`src/rtl/serial_arith_pkg.sv`:
```
// Shared types and encodings for the bit-serial arithmetic datapath.
package serial_arith_pkg;

   typedef enum logic [1:0] {
      IDLE  = 2'd0,
      SHIFT = 2'd1,
      DONE  = 2'd2
   } state_e;

   localparam logic OP_ADD = 1'b0;
   localparam logic OP_SUB = 1'b1;

endpackage : serial_arith_pkg

```
`src/rtl/full_adder_cell.sv`:
```
// Single-bit full adder; the only arithmetic cell in the serial datapath.
module full_adder_cell (
   input  logic a,
   input  logic b,
   input  logic ci,
   output logic s,
   output logic co
);

   assign s  = a ^ b ^ ci;
   assign co = (a & b) | ((a ^ b) & ci);

endmodule : full_adder_cell

```
`src/rtl/serial_adder_sub.sv`:
```
// Bit-serial adder/subtractor: one result bit per clock, LSB first, via one full-adder cell.
module serial_adder_sub
   import serial_arith_pkg::*;
#(
   parameter int unsigned WIDTH = 8
) (
   input  logic             clk,
   input  logic             rst_n,
   input  logic             start,
   input  logic             sub,
   input  logic [WIDTH-1:0] a,
   input  logic [WIDTH-1:0] b,
   input  logic             cin,
   output logic             busy,
   output logic             done,
   output logic [WIDTH-1:0] sum,
   output logic             cout,
   output logic             ovf
);

   localparam int unsigned CNT_W = $clog2(WIDTH);

   state_e             state_q, state_d;
   logic [WIDTH-1:0]   a_q, a_d;
   logic [WIDTH-1:0]   b_q, b_d;
   logic [WIDTH-1:0]   sum_q, sum_d;
   logic [CNT_W-1:0]   cnt_q, cnt_d;
   logic               carry_q, carry_d;
   logic               busy_q, busy_d;
   logic               done_q, done_d;
   logic               cout_q, cout_d;
   logic               ovf_q, ovf_d;
   logic               s_bit;
   logic               c_next;

   full_adder_cell u_fa (
      .a  (a_q[0]),
      .b  (b_q[0]),
      .ci (carry_q),
      .s  (s_bit),
      .co (c_next)
   );

   always_ff @(posedge clk) begin
      if (!rst_n) begin
         state_q <= IDLE;
         a_q     <= '0;
         b_q     <= '0;
         sum_q   <= '0;
         cnt_q   <= '0;
         carry_q <= 1'b0;
         busy_q  <= 1'b0;
         done_q  <= 1'b0;
         cout_q  <= 1'b0;
         ovf_q   <= 1'b0;
      end else begin
         state_q <= state_d;
         a_q     <= a_d;
         b_q     <= b_d;
         sum_q   <= sum_d;
         cnt_q   <= cnt_d;
         carry_q <= carry_d;
         busy_q  <= busy_d;
         done_q  <= done_d;
         cout_q  <= cout_d;
         ovf_q   <= ovf_d;
      end
   end

   // Subtraction is a + ~b + 1, so the operand inversion and carry seed happen at accept time.
   always_comb begin
      state_d = state_q;
      a_d     = a_q;
      b_d     = b_q;
      sum_d   = sum_q;
      cnt_d   = cnt_q;
      carry_d = carry_q;
      busy_d  = busy_q;
      done_d  = 1'b0;
      cout_d  = cout_q;
      ovf_d   = ovf_q;

      case (state_q)
         IDLE, DONE: begin
            if (start) begin
               a_d     = a;
               b_d     = (sub == OP_ADD) ? b : ~b;
               carry_d = (sub == OP_ADD) ? cin : 1'b1;
               cnt_d   = '0;
               sum_d   = '0;
               busy_d  = 1'b1;
               state_d = SHIFT;
            end else begin
               busy_d  = 1'b0;
               state_d = IDLE;
            end
         end
         SHIFT: begin
            sum_d   = {s_bit, sum_q[WIDTH-1:1]};
            a_d     = {1'b0, a_q[WIDTH-1:1]};
            b_d     = {1'b0, b_q[WIDTH-1:1]};
            carry_d = c_next;
            cnt_d   = cnt_q + CNT_W'(1);
            // MSB step: carry_q is the carry into the sign bit
            if (cnt_q == CNT_W'(WIDTH - 1)) begin
               cnt_d   = '0;
               busy_d  = 1'b0;
               done_d  = 1'b1;
               cout_d  = c_next;
               ovf_d   = carry_q ^ c_next;
               state_d = DONE;
            end
         end
         default: begin
            busy_d  = 1'b0;
            state_d = IDLE;
         end
      endcase
   end

   assign busy = busy_q;
   assign done = done_q;
   assign sum  = sum_q;
   assign cout = cout_q;
   assign ovf  = ovf_q;

endmodule : serial_adder_sub

```
`config.mk`:
```
export PLATFORM = sky130hd
export DESIGN_NAME = serial_adder_sub
export DESIGN_NICKNAME = d
export VERILOG_FILES = /design/src/rtl/serial_arith_pkg.sv /design/src/rtl/full_adder_cell.sv /design/src/rtl/serial_adder_sub.sv
export SDC_FILE = /design/constraint.sdc
export NUM_CORES = 1
export LEC_CHECK = 0
export ABC_AREA = 1
export CAP_MARGIN = 20
export CORE_MARGIN = 1
export CORE_UTILIZATION = 35
export CTS_BUF_LIST = sky130_fd_sc_hd__clkbuf_2
export CTS_CLUSTER_SIZE = 30
export DETAILED_ROUTE_END_ITERATION = 12
export SKIP_CTS_REPAIR_TIMING = 1
export SYNTH_ARGS = -nofsm -noshare
export SYNTH_HDL_FRONTEND = slang
export SYNTH_SLANG_ARGS = --single-unit
```
`constraint.sdc`:
```
create_clock -name clk -period 1.6 [get_ports clk]
set_input_delay 0.4 -clock clk [delete_from_list [all_inputs] [get_ports clk]]
set_output_delay 0.4 -clock clk [all_outputs]
set_load 0.05 [all_outputs]
```
After elaboration in Yosys (flattened, before gate mapping)
Index checks and enable logic that the tools add are counted.
{"block": "totals", "output_inout_bits": 12, "register_bits": 34, "inputBits": 21}
{"block": "op_classes", "bitwise": 7, "n_addsub": 1, "mux": 20, "eq_ne": 5, "n_reduce_logical": 6}
{"op": "case mux 8 bit (2 select lines)", "n": 3}
{"op": "2-to-1 mux 8 bit", "n": 4}
{"op": "NOT 8 bit", "n": 1}
{"op": "2-to-1 mux 1 bit", "n": 6}
{"op": "2-to-1 mux 3 bit", "n": 2}
{"op": "case mux 3 bit (2 select lines)", "n": 1}
{"op": "AND reduction 2 bit", "n": 3}
{"op": "inequality test 2 bit, second input constant", "n": 2}
{"op": "case mux 1 bit (2 select lines)", "n": 2}
{"op": "case mux 2 bit (2 select lines)", "n": 1}
{"op": "adder 3 x 1 -> 3 bit, second input constant", "n": 1}
{"op": "equality test 3 bit, second input constant", "n": 1}
{"op": "bitwise XOR 1 bit", "n": 3}
{"op": "bitwise AND 1 bit", "n": 2}
{"op": "equality test 2 x 1 -> 1 bit, second input constant", "n": 1}
{"op": "equality test 2 bit, second input constant", "n": 1}
{"op": "zero test 2 bit", "n": 1}
{"op": "2-to-1 mux 2 bit", "n": 1}
{"op": "nonzero test 2 bit", "n": 1}
{"op": "OR reduction 2 bit", "n": 1}
{"op": "OR 1 bit", "n": 1}

Depth between registers and ports, before layout
Gate-level depths: netlist (run 1).
{"block": "logic_depth", "word_depth": 4, "mapped_depth": 8, "depth_no_buf": 8}

Modules after synthesis
From an unflattened synthesis (run 1), not the netlist that was laid out.
{"block": "hier_totals", "hier_cells": 222, "area_unflattened_um2": 1630.3}
{"module": "serial_adder_sub", "area_each_um2": 1610.3, "cells_per_inst": 221, "seq_area_each_um2": 660.6, "instances": 1}
{"module": "full_adder_cell", "area_each_um2": 20.0, "cells_per_inst": 1, "seq_area_each_um2": 0.0, "instances": 1}

Worst setup path after synthesis (run 1)
OpenSTA, ideal clock, no wires.
{"block": "synth_path", "path_type": "reg2reg", "start": "register state_q[0]", "end": "register sum_q[7] (netlist: sum[7])", "t_required_ns": 1.534, "path_buffers": 1, "path_stages_with_launch": 8, "slack_ns": 0.134, "synth_period_minus_slack_ns": 1.466, "arrival_ns": 1.400, "path_cell_list": "dfxtp_1 -> inv_2 -> nand2_4 -> nand2_4 -> inv_6 -> buf_12 -> nand2_1 -> a21oi_2"}
{"block": "synth_via", "elab_chain_len": 4}
{"element": "start: declaration", "line": "serial_adder_sub.sv:23", "text": "state_e state_q, state_d;"}
{"element": "start signal: assignment", "line": "serial_adder_sub.sv:57", "text": "state_q <= state_d;"}
{"element": "equality test 2 bit or zero test 2 bit (tied branches)", "line": "serial_adder_sub.sv:83", "text": "case (state_q)"}
{"element": "OR reduction 2 bit", "line": "serial_adder_sub.sv:83"}
{"element": "inequality test 2 bit (no line) or nonzero test 2 bit (tied branches)"}
{"element": "AND reduction 2 bit (no line)"}
{"element": "end signal: assignment", "line": "serial_adder_sub.sv:60", "text": "sum_q <= sum_d;"}
{"element": "end: declaration", "line": "serial_adder_sub.sv:26", "text": "logic [WIDTH-1:0] sum_q, sum_d;"}
Several ways; a longest one is shown, not always the timed one.
A chain may end at the register's enable or synchronous reset.

==> results of run 1 <==
layout make-up:
| cell class | count | area [sq um] |
|---|---|---|
| inverter | 35 | 136 |
| timing repair buffer | 40 | 500 |
| clock inverter | 2 | 10.0 |
| multi-input combinational | 153 | 713 |
| clock buffer | 6 | 30.0 |
| tap | 52 | 65.1 |
| sequential | 33 | 661 |
| fill | 452 | 2240 |
where the power goes:
part	internal, uW	switching [uW]
Clock	110	271
Combinational	140	171
Sequential	862	26.0
Total	1110	468
final timing paths:
path,to,slack [ps],cells after the start
max,busy,170,1
min,b_q[7]$_SDFFE_PN0P_,480,2
max reg2reg,sum[7]$_SDFFE_PN0P_,250,4
min reg2reg,b_q[7]$_SDFFE_PN0P_,480,2
stage by stage:
step | power (uW) | instances | utilization
after global routing | 1680 | 321 | 0.486
after detailed placement | 1220 | 313 | 0.477
after global placement | 1220 | 313 | 0.477
after CTS | 1610 | 321 | 0.486
after floorplan | 1110 | 229 | -
final | 1580 | 321 | 0.486
sequential cells by signal, indices dropped and copies added (netlist names):
signal   flops
cout         1
sum          8
cnt_q        3
a_q          8
carry_q      1
state_q      2
b_q          8
ovf          1
done         1
worst register-to-register path, delay by kind of cell, from the launching register on:
kind            cells  cell delay, ps
buf+inv             1              80
simple gates        1             310
fa+ha+maj           1             460
compound gates      1             120
flops               1             360
synthesized netlist by cell type, drive strengths merged:
cell and instances:
nand2 95, inv 35, dfxtp 33, a21oi 22, nand3 21, nor2 9
buf 6, clkbuf 2, ha 2, fa 1, o21ai 1, or2 1
xor2 1
cell families (layout without fill, tap and decap cells):
kind of cell	after synthesis	count (layout)	share of synthesized area
adders and majority gates	3	3	0.0285
DFF	33	33	0.419
buffers and inverters	43	83	0.129
xor gates and xnor gates	1	1	0.00555
AOI/OAI and AO/OA	23	23	0.0777
and+or+nand+nor	126	126	0.340
metal layers:
metal | vias up | wire length (microns) | track usage
met5 | - | 0 | 0
met4 | 0 | 55 | 0.0544
met3 | 7 | 103 | 0.0395
met2 | 20 | 1440 | 0.241
met1 | 628 | 1550 | 0.170
li1 | 772 | - | -
==> flow_summary_export.csv, run 1 <==
group,metric,value,unit
floorplan,num_rows,24,
worst_hold_path,hold_class,"reg -> reg",
setup_path,worstPathMaxFanout,4,
route,num_vias,1427,
route,drt-pass1-iter-count,4,
floorplan,ios,33,
placement,dp_hpwl,2330,microns
grt,grt_max_degree,20,
clock_network,clockBufferDepth,2,
timing,hold_ws,478,ps
setup_path,worstPathArrival,1030,ps
synth,synth_top_area_frac,0.419,
clock_network,cts_tree,"built",
timing,setup-violations-final,0,
synth,yosysTopAreaCell,"dfxtp_1",
floorplan,coreArea,0.00435,sq mm
route,ant_nets,0,
setup_path,cp.required,1200,ps
setup_path,cp-end-kind,"output pin",
floorplan,die_y,69.1,microns
clock_network,cts.htree.levels,2,
cells_and_area,mostFrequentLayoutCell,"nand2_1",
clock_network,cts_sinks,33,
timing,final_hold_viol_count,0,
setup_path,crit_type,"reg -> out",
setup_path,slowest_delay,500,ps
floorplan,die-area,0.00478,sq mm
setup_path,crit_family,"flip-flops",
route,drtIter0Drc,93,
cells_and_area,syn_to_final_growth,34.1,%
setup_path,reg2reg_from,"carry_q$_SDFFE_PN0P_",
cells_and_area,nets,292,
synth,syn-num-nets,253,
route,viasPerCell,4.45,
setup_path,cp_num_buf_inv,1,
synth,synth_seq_area_share,0.419,
route,drc_errors,0,
timing,relSlewSlack,0.825,
placement,place_congestion,0.775,
floorplan,dieWidth,69.1,microns
cells_and_area,drive_gt1_frac,0.152,
synth,ys_types,23,
pwr,p_per_area,747,mW/mm^2
status,status,"completed",
route,totalWireLength,3140,microns
route,wl_per_cell,9.79,microns
timing,fin_crit,1430,ps
cells_and_area,diodes,0,
timing,skew,20.8,ps
grt,grt_remaining_overflow,0,
synth,postSynthCellCount,229,
timing,fin_ws,174,ps
clock_network,root_buffer,"clkbuf_2",
grt,antenna_found_initial,0,
synth,synth.cell_area,0.00158,sq mm
cells_and_area,layout_common_cells,"nand2_1, inv_1, dfxtp_1, nand3_1",
synth,ys_warn_count,0,
synth,synthTopCellsByArea,"dfxtp_1, nand2_1, inv_1, nand3_1, a21oi_1",
timing,drv_slew,0,
floorplan,initial_core_util,0.362,
cells_and_area,stdcell_area,0.00212,sq mm
timing,fmax,701,MHz
grt,gr-usage-all-layers,0.142,
worst_hold_path,hold_start,"b_q[7]$_SDFFE_PN0P_",
timing,worst_slew_pin_slew,262,ps
clock_network,clk_pin_slew,170,ps
grt,grt_pass1_vias,1352,
timing,finalSetupTns,0,ps
timing,finalCritPeriodShare,0.891,
job,cap_violations,0,
pwr,power.ir.vdd_worst,0.408,mV
setup_path,setup.worst_path.start_class,"flip-flop",
setup_path,crit_chain,"buf_12",
synth,synth_area_per_cell,6.89,sq um
timing,rsz0062_at_grt,"no",
placement,postPlaceCellArea,0.00208,sq mm
grt,grt_pass1_wl,5550,microns
pwr,power.leakage,0.000986,uW
placement,pre_cts_ws,-4.46,ps
setup_path,setup.worst_path.start,"state_q[0]$_SDFFE_PN0P_",
synth,ys_ff_latch,33,
setup_path,cp_slowest_cell,"dfxtp_1",
clock_network,numCtsBuffers,5,
clock_network,clock_latency,370,ps
placement,port_buffers,32,
Power figures use the tool's default switching activity.
==> inputs of run 2 (changes only) <==
Settings changed: CTS_CLUSTER_DIAMETER set to 50, SLEW_MARGIN set to 5.
==> results of run 2 <==
The final DEF is identical to that of run 1; final timing and power are the same.
